--- src/rtl/mc_control_unit.sv ---
// Multicycle MIPS control FSM: sequences PC, IR, memory, register file and ALU muxes
// once per instruction, with a ready handshake and a watchdog on memory waits.
module mc_control_unit #(
    parameter int MEM_TIMEOUT = 16
) (
    input  logic       clk,
    input  logic       reset_n,
    input  logic [5:0] opcode,
    input  logic       mem_ready,
    output logic       pc_write,
    output logic       pc_write_cond,
    output logic [1:0] pc_source,
    output logic       iord,
    output logic       mem_read,
    output logic       mem_write,
    output logic       ir_write,
    output logic       reg_write,
    output logic       reg_dst,
    output logic       mem_to_reg,
    output logic       mux_a_control,
    output logic [1:0] mux_b_control,
    output logic [1:0] alu_op,
    output logic [3:0] state_out,
    output logic       exc_illegal,
    output logic       mem_fault
);

    // state   | meaning
    // RST     | held in reset, all outputs low
    // FETCH   | read instruction at PC, PC+4 -> PC on ready
    // DECODE  | branch target -> ALUOut, dispatch on opcode
    // EXEC_R  | regA op regB (funct decode)
    // WB_R    | ALUOut -> rd
    // ADDR    | regA + imm for lw/sw
    // MEM_RD  | load data from ALUOut address
    // WB_LW   | MDR -> rt
    // MEM_WR  | store regB at ALUOut address
    // BRANCH  | regA - regB, PC <- ALUOut if zero
    // JUMP    | PC <- jump target
    // EXEC_I  | regA + imm
    // WB_I    | ALUOut -> rt
    // ILLEGAL | halted on unknown opcode
    // FAULT   | halted on memory timeout
    typedef enum logic [3:0] {
        S_RST     = 4'd0,
        S_FETCH   = 4'd1,
        S_DECODE  = 4'd2,
        S_EXEC_R  = 4'd3,
        S_WB_R    = 4'd4,
        S_ADDR    = 4'd5,
        S_MEM_RD  = 4'd6,
        S_WB_LW   = 4'd7,
        S_MEM_WR  = 4'd8,
        S_BRANCH  = 4'd9,
        S_JUMP    = 4'd10,
        S_EXEC_I  = 4'd11,
        S_WB_I    = 4'd12,
        S_ILLEGAL = 4'd13,
        S_FAULT   = 4'd14
    } state_t;

    typedef struct packed {
        logic       pc_write;
        logic       pc_write_cond;
        logic [1:0] pc_source;
        logic       iord;
        logic       mem_read;
        logic       mem_write;
        logic       reg_write;
        logic       reg_dst;
        logic       mem_to_reg;
        logic       mux_a;
        logic [1:0] mux_b;
        logic [1:0] alu_op;
        logic       exc_illegal;
        logic       mem_fault;
    } ctrl_t;

    localparam logic [5:0] OP_RTYPE = 6'h00;
    localparam logic [5:0] OP_LW    = 6'h23;
    localparam logic [5:0] OP_SW    = 6'h2B;
    localparam logic [5:0] OP_BEQ   = 6'h04;
    localparam logic [5:0] OP_J     = 6'h02;
    localparam logic [5:0] OP_ADDI  = 6'h08;

    localparam logic [7:0] WAIT_LOAD = 8'(MEM_TIMEOUT - 1);

    state_t     state;
    state_t     state_nxt;
    logic [7:0] wait_cnt;
    logic [7:0] wait_cnt_nxt;
    ctrl_t      ctrl;

    function automatic ctrl_t moore_ctrl(input state_t s);
        ctrl_t c;
        c = '0;
        case (s)
            S_FETCH: begin
                c.mem_read = 1'b1;
                c.mux_b    = 2'b01;
            end
            S_DECODE: c.mux_b = 2'b11;
            S_EXEC_R: begin
                c.mux_a  = 1'b1;
                c.alu_op = 2'b10;
            end
            S_WB_R: begin
                c.reg_write = 1'b1;
                c.reg_dst   = 1'b1;
            end
            S_ADDR, S_EXEC_I: begin
                c.mux_a = 1'b1;
                c.mux_b = 2'b10;
            end
            S_MEM_RD: begin
                c.mem_read = 1'b1;
                c.iord     = 1'b1;
            end
            S_WB_LW: begin
                c.reg_write  = 1'b1;
                c.mem_to_reg = 1'b1;
            end
            S_MEM_WR: begin
                c.mem_write = 1'b1;
                c.iord      = 1'b1;
            end
            S_BRANCH: begin
                c.mux_a         = 1'b1;
                c.alu_op        = 2'b01;
                c.pc_write_cond = 1'b1;
                c.pc_source     = 2'b01;
            end
            S_JUMP: begin
                c.pc_write  = 1'b1;
                c.pc_source = 2'b10;
            end
            S_WB_I:    c.reg_write   = 1'b1;
            S_ILLEGAL: c.exc_illegal = 1'b1;
            S_FAULT:   c.mem_fault   = 1'b1;
            default:   c = '0;
        endcase
        return c;
    endfunction

    // Watchdog is a down-counter reloaded on every transition; staying in a
    // wait state with no ready at terminal count diverts to FAULT.
    always_comb begin
        state_nxt    = state;
        wait_cnt_nxt = WAIT_LOAD;
        case (state)
            S_RST:    state_nxt = S_FETCH;
            S_FETCH: begin
                if (mem_ready)            state_nxt = S_DECODE;
                else if (wait_cnt == '0)  state_nxt = S_FAULT;
                else                      wait_cnt_nxt = wait_cnt - 8'd1;
            end
            S_DECODE: begin
                case (opcode)
                    OP_RTYPE:     state_nxt = S_EXEC_R;
                    OP_LW, OP_SW: state_nxt = S_ADDR;
                    OP_BEQ:       state_nxt = S_BRANCH;
                    OP_J:         state_nxt = S_JUMP;
                    OP_ADDI:      state_nxt = S_EXEC_I;
                    default:      state_nxt = S_ILLEGAL;
                endcase
            end
            S_EXEC_R: state_nxt = S_WB_R;
            S_ADDR:   state_nxt = (opcode == OP_LW) ? S_MEM_RD : S_MEM_WR;
            S_MEM_RD: begin
                if (mem_ready)            state_nxt = S_WB_LW;
                else if (wait_cnt == '0)  state_nxt = S_FAULT;
                else                      wait_cnt_nxt = wait_cnt - 8'd1;
            end
            S_MEM_WR: begin
                if (mem_ready)            state_nxt = S_FETCH;
                else if (wait_cnt == '0)  state_nxt = S_FAULT;
                else                      wait_cnt_nxt = wait_cnt - 8'd1;
            end
            S_WB_R, S_WB_LW, S_BRANCH, S_JUMP, S_WB_I: state_nxt = S_FETCH;
            S_EXEC_I:  state_nxt = S_WB_I;
            S_ILLEGAL: state_nxt = S_ILLEGAL;
            S_FAULT:   state_nxt = S_FAULT;
            default:   state_nxt = S_FETCH;
        endcase
    end

    always_ff @(posedge clk or negedge reset_n) begin
        if (!reset_n) begin
            state    <= S_RST;
            wait_cnt <= '0;
            ctrl     <= '0;
        end else begin
            state    <= state_nxt;
            wait_cnt <= wait_cnt_nxt;
            ctrl     <= moore_ctrl(state_nxt);
        end
    end

    // IR and PC loads in FETCH follow mem_ready in the same cycle.
    assign ir_write      = (state == S_FETCH) && mem_ready;
    assign pc_write      = ctrl.pc_write | ir_write;
    assign pc_write_cond = ctrl.pc_write_cond;
    assign pc_source     = ctrl.pc_source;
    assign iord          = ctrl.iord;
    assign mem_read      = ctrl.mem_read;
    assign mem_write     = ctrl.mem_write;
    assign reg_write     = ctrl.reg_write;
    assign reg_dst       = ctrl.reg_dst;
    assign mem_to_reg    = ctrl.mem_to_reg;
    assign mux_a_control = ctrl.mux_a;
    assign mux_b_control = ctrl.mux_b;
    assign alu_op        = ctrl.alu_op;
    assign exc_illegal   = ctrl.exc_illegal;
    assign mem_fault     = ctrl.mem_fault;
    assign state_out     = state;

endmodule

--- config.mk ---
export PLATFORM = sky130hd
export DESIGN_NAME = mc_control_unit
export DESIGN_NICKNAME = d
export VERILOG_FILES = /design/src/rtl/mc_control_unit.sv
export SDC_FILE = /design/constraint.sdc
export NUM_CORES = 1
export LEC_CHECK = 0
export CAP_MARGIN = 20
export CORE_MARGIN = 2
export CORE_UTILIZATION = 45
export CTS_CLUSTER_DIAMETER = 200
export CTS_CLUSTER_SIZE = 10
export DETAILED_ROUTE_END_ITERATION = 12
export PLACE_DENSITY = 0.72
export SYNTH_ARGS = -nofsm -noshare
export SYNTH_HDL_FRONTEND = slang
export SYNTH_SLANG_ARGS = --single-unit
--- constraint.sdc ---
create_clock -name clk -period 2.5 [get_ports clk]
set_clock_uncertainty 0.05 [all_clocks]
set_input_delay 0.5 -clock clk [delete_from_list [all_inputs] [get_ports clk]]
set_output_delay 0.5 -clock clk [all_outputs]
set_load 0.005 [all_outputs]
==> flow_summary.toml <==
[run_status]
status = "finished, violations left"
violations = "setup timing"

[die]
die_area_um2 = 3690
core_um2 = 3050
die_h_um = 60.7
rows = 20
io_pins = 31
start_util_pct = 47.4
die_x_um = 60.7

[synth]
synth.yosys.warnings = 0
ys_seq_area_share_pct = 44.9
ys_types = 49
synthCells = 146
ys_ff_latch = 26
syn_nets = 157
async_flop_share_pct = 100
syn_avg_cell_area_um2 = 9.92
ys.flop_type = "dfrtp_1"
synth_edf_count = 0
syn_area_um2 = 1450

[setup_path]
crit_path_top_delay_cell = "clkdlybuf4s50_1"
cp_num_buf_inv = 4
regToRegSetupSlack_ns = 0.13
start_kind = "input pin"
cp.depth = 8
endpoint = "ir_write"
timing.rr.end = "mem_write"
r2r.worst_path.cells = 10
rr_startpoint = "wait_cnt[4]"
slowest_delay_ns = 0.44
required_ns = 1.95
critPathLaunch = "opcode[1]"
arrival_ns = 2.47
cp_max_fo = 4
path_class = "input pin to output pin"
crit_path_cell_trace = "clkdlybuf4s50_1 > buf_4 > maj3_1 > nor4_2 > o31a_2 > clkinv_2 > nor4_4 > clkdlybuf4s15_1"
path_delay_family = "buffers and inverters"
end_kind = "output pin"

[final_layout]
final_cell_mix = "53 x buf_4, 28 x clkdlybuf4s50_1, 26 x dfrtp_1, 13 x nor2_1, 11 x nand2_1"
layout_commonest_cell = "buf_4"
regMostFlops = "wait_cnt"
stdcell_count = 270
drive_gt1_share_pct = 35.0
diodes = 0
finalCoreUtilization_pct = 73.2
area_delta_synth_final_pct = 54.5
largest_register_ffs = 8
nets = 238

[timing]
slew_headroom_pct = 72.4
tightest_slew_ns = 0.408
whs_ns = 0.484
rsz0062_at_grt = "true"
hold_viol_final = 0
setup_violations = 2
finalWorstSetupSlack_ns = -0.517
post-route-period-util_pct = 121
timing.fmax_mhz = 331
finalMaxSlewViolations = 0
period_needed_ns = 3.02

[route]
firstDrtPassIters = 4
dr_total_vias = 1413
viasPerCell = 5.23
post_drt_wl_per_cell_um = 13.6
wl_mm = 3.68
antenna_left = 0
drc = 0
routed-wl-met3_um = 150
dr.max_layer_used = "met4"
wl_met2_mm = 1.88
wl_met1_mm = 1.60
drt_iter0_drc = 85

[place]
dp_slack_ns = -1.02
io_buffers = 30
dp.final_hpwl_mm = 2.74
place.gp.congestion = 0.869
post-place-cells = 260

[clock_network]
hold_buffers = 0
cts_tree = "built"
htree_levels = 1
cts.path.max_buffers = 2
cts-root-buf = "clkbuf_4"
path_clk_slew_ns = 0.14
cts_buffers = 3
clock_sinks = 26
clk_latency_ns = 0.32

[run]
drv_cap = 0

[grt]
grt_overflow = 0
grt_pass1_wl_mm = 6.12
grt_max_degree = 27
grt_pass1_vias = 1382
antenna_found_initial = 0
grt_usage_pct = 22.3

[hold_path]
hold_class = "input pin to async pin"

[power]
ir_worst_vdd_mv = 0.688
power_leakage_nw = 0.970
power.total_mw = 2.26
p_per_area_nw_per_um2 = 1010
-- cell families (layout without fill, tap and decap cells) --
logic type      count (synthesis)  after routing  share of synthesized area (%)
simple gates                   69             69                           28.3
xor+xnor                        7              7                           4.24
flops                          26             26                           44.9
buf+inv                        16             96                           5.62
compound gates                 25             25                           14.5
fa+ha+maj                       3              3                           2.42
-- cells in the mapped netlist (3+ instances only) --
library cell  instances  area share (%)
a21oi_1               5             1.7
buf_2                 4             1.4
dfrtp_1              26              45
inv_1                 5             1.3
nand2_1              11             2.9
nand2b_1              8             3.5
nand3_1               6             2.1
nor2_1               14             3.6
nor3_1                9             3.1
nor4_1                3             1.3
nor4b_1               3             1.8
o21ai_0               3             1.0
xnor2_1               6             3.6
-- metrics by stage --
| stage | cell area [um2] | setup TNS (ns) |
|---|---|---|
| after global placement | 2120 | -2.63 |
| after floorplan | 1450 | -0.0271 |
| after CTS | 2200 | -1.10 |
| after global routing | 2240 | -1.23 |
| final | 2240 | -1.03 |
| after detailed placement | 2120 | -3.24 |
-- worst min path at each step --
| stage | from | endpoint | slack [ns] |
|---|---|---|---|
| 2_1_floorplan | reset_n | alu_op[0] | 0.15 |
| 3_3_place_gp | wait_cnt[0] | wait_cnt[0] | 0.47 |
| 3_5_place_dp | wait_cnt[0] | wait_cnt[0] | 0.48 |
| 4_1_cts | reset_n | reg_write | 0.49 |
| 5_1_grt | reset_n | wait_cnt[7] | 0.49 |
| 6_report | reset_n | mux_a_control | 0.48 |
-- what timing repair did --
action                     in CTS  in global routing
setup endpoints to repair       2                  5
pin swaps                       4                  7
resized for setup               8                  5
setup buffers                   3                  3
-- metal layers --
layer / vias up / GRT usage [%]
met1: 679 / 27.3
met3: 6 / 6.61
met4: 0 / 7.14
met2: 46 / 37.8
li1: 682 / -
met5: - / 0
-- layout make-up --
| cell class | instances | area (um2) |
|---|---|---|
| Fill cell | 228 | 817 |
| Multi-Input combinational cell | 104 | 742 |
| Timing Repair Buffer | 83 | 693 |
| Sequential cell | 26 | 651 |
| Tap cell | 44 | 55.1 |
| Inverter | 9 | 42.5 |
| Clock inverter | 1 | 30.0 |
| Clock buffer | 3 | 22.5 |
-- where the power goes --
group	switching [mW]	internal, mW	total, mW
Combinational	0.631	0.732	1.36
Clock	0.123	0.162	0.285
Sequential	0.0876	0.521	0.609
Total	0.842	1.42	2.26
Note: power is estimated with default switching activity, not from simulation.
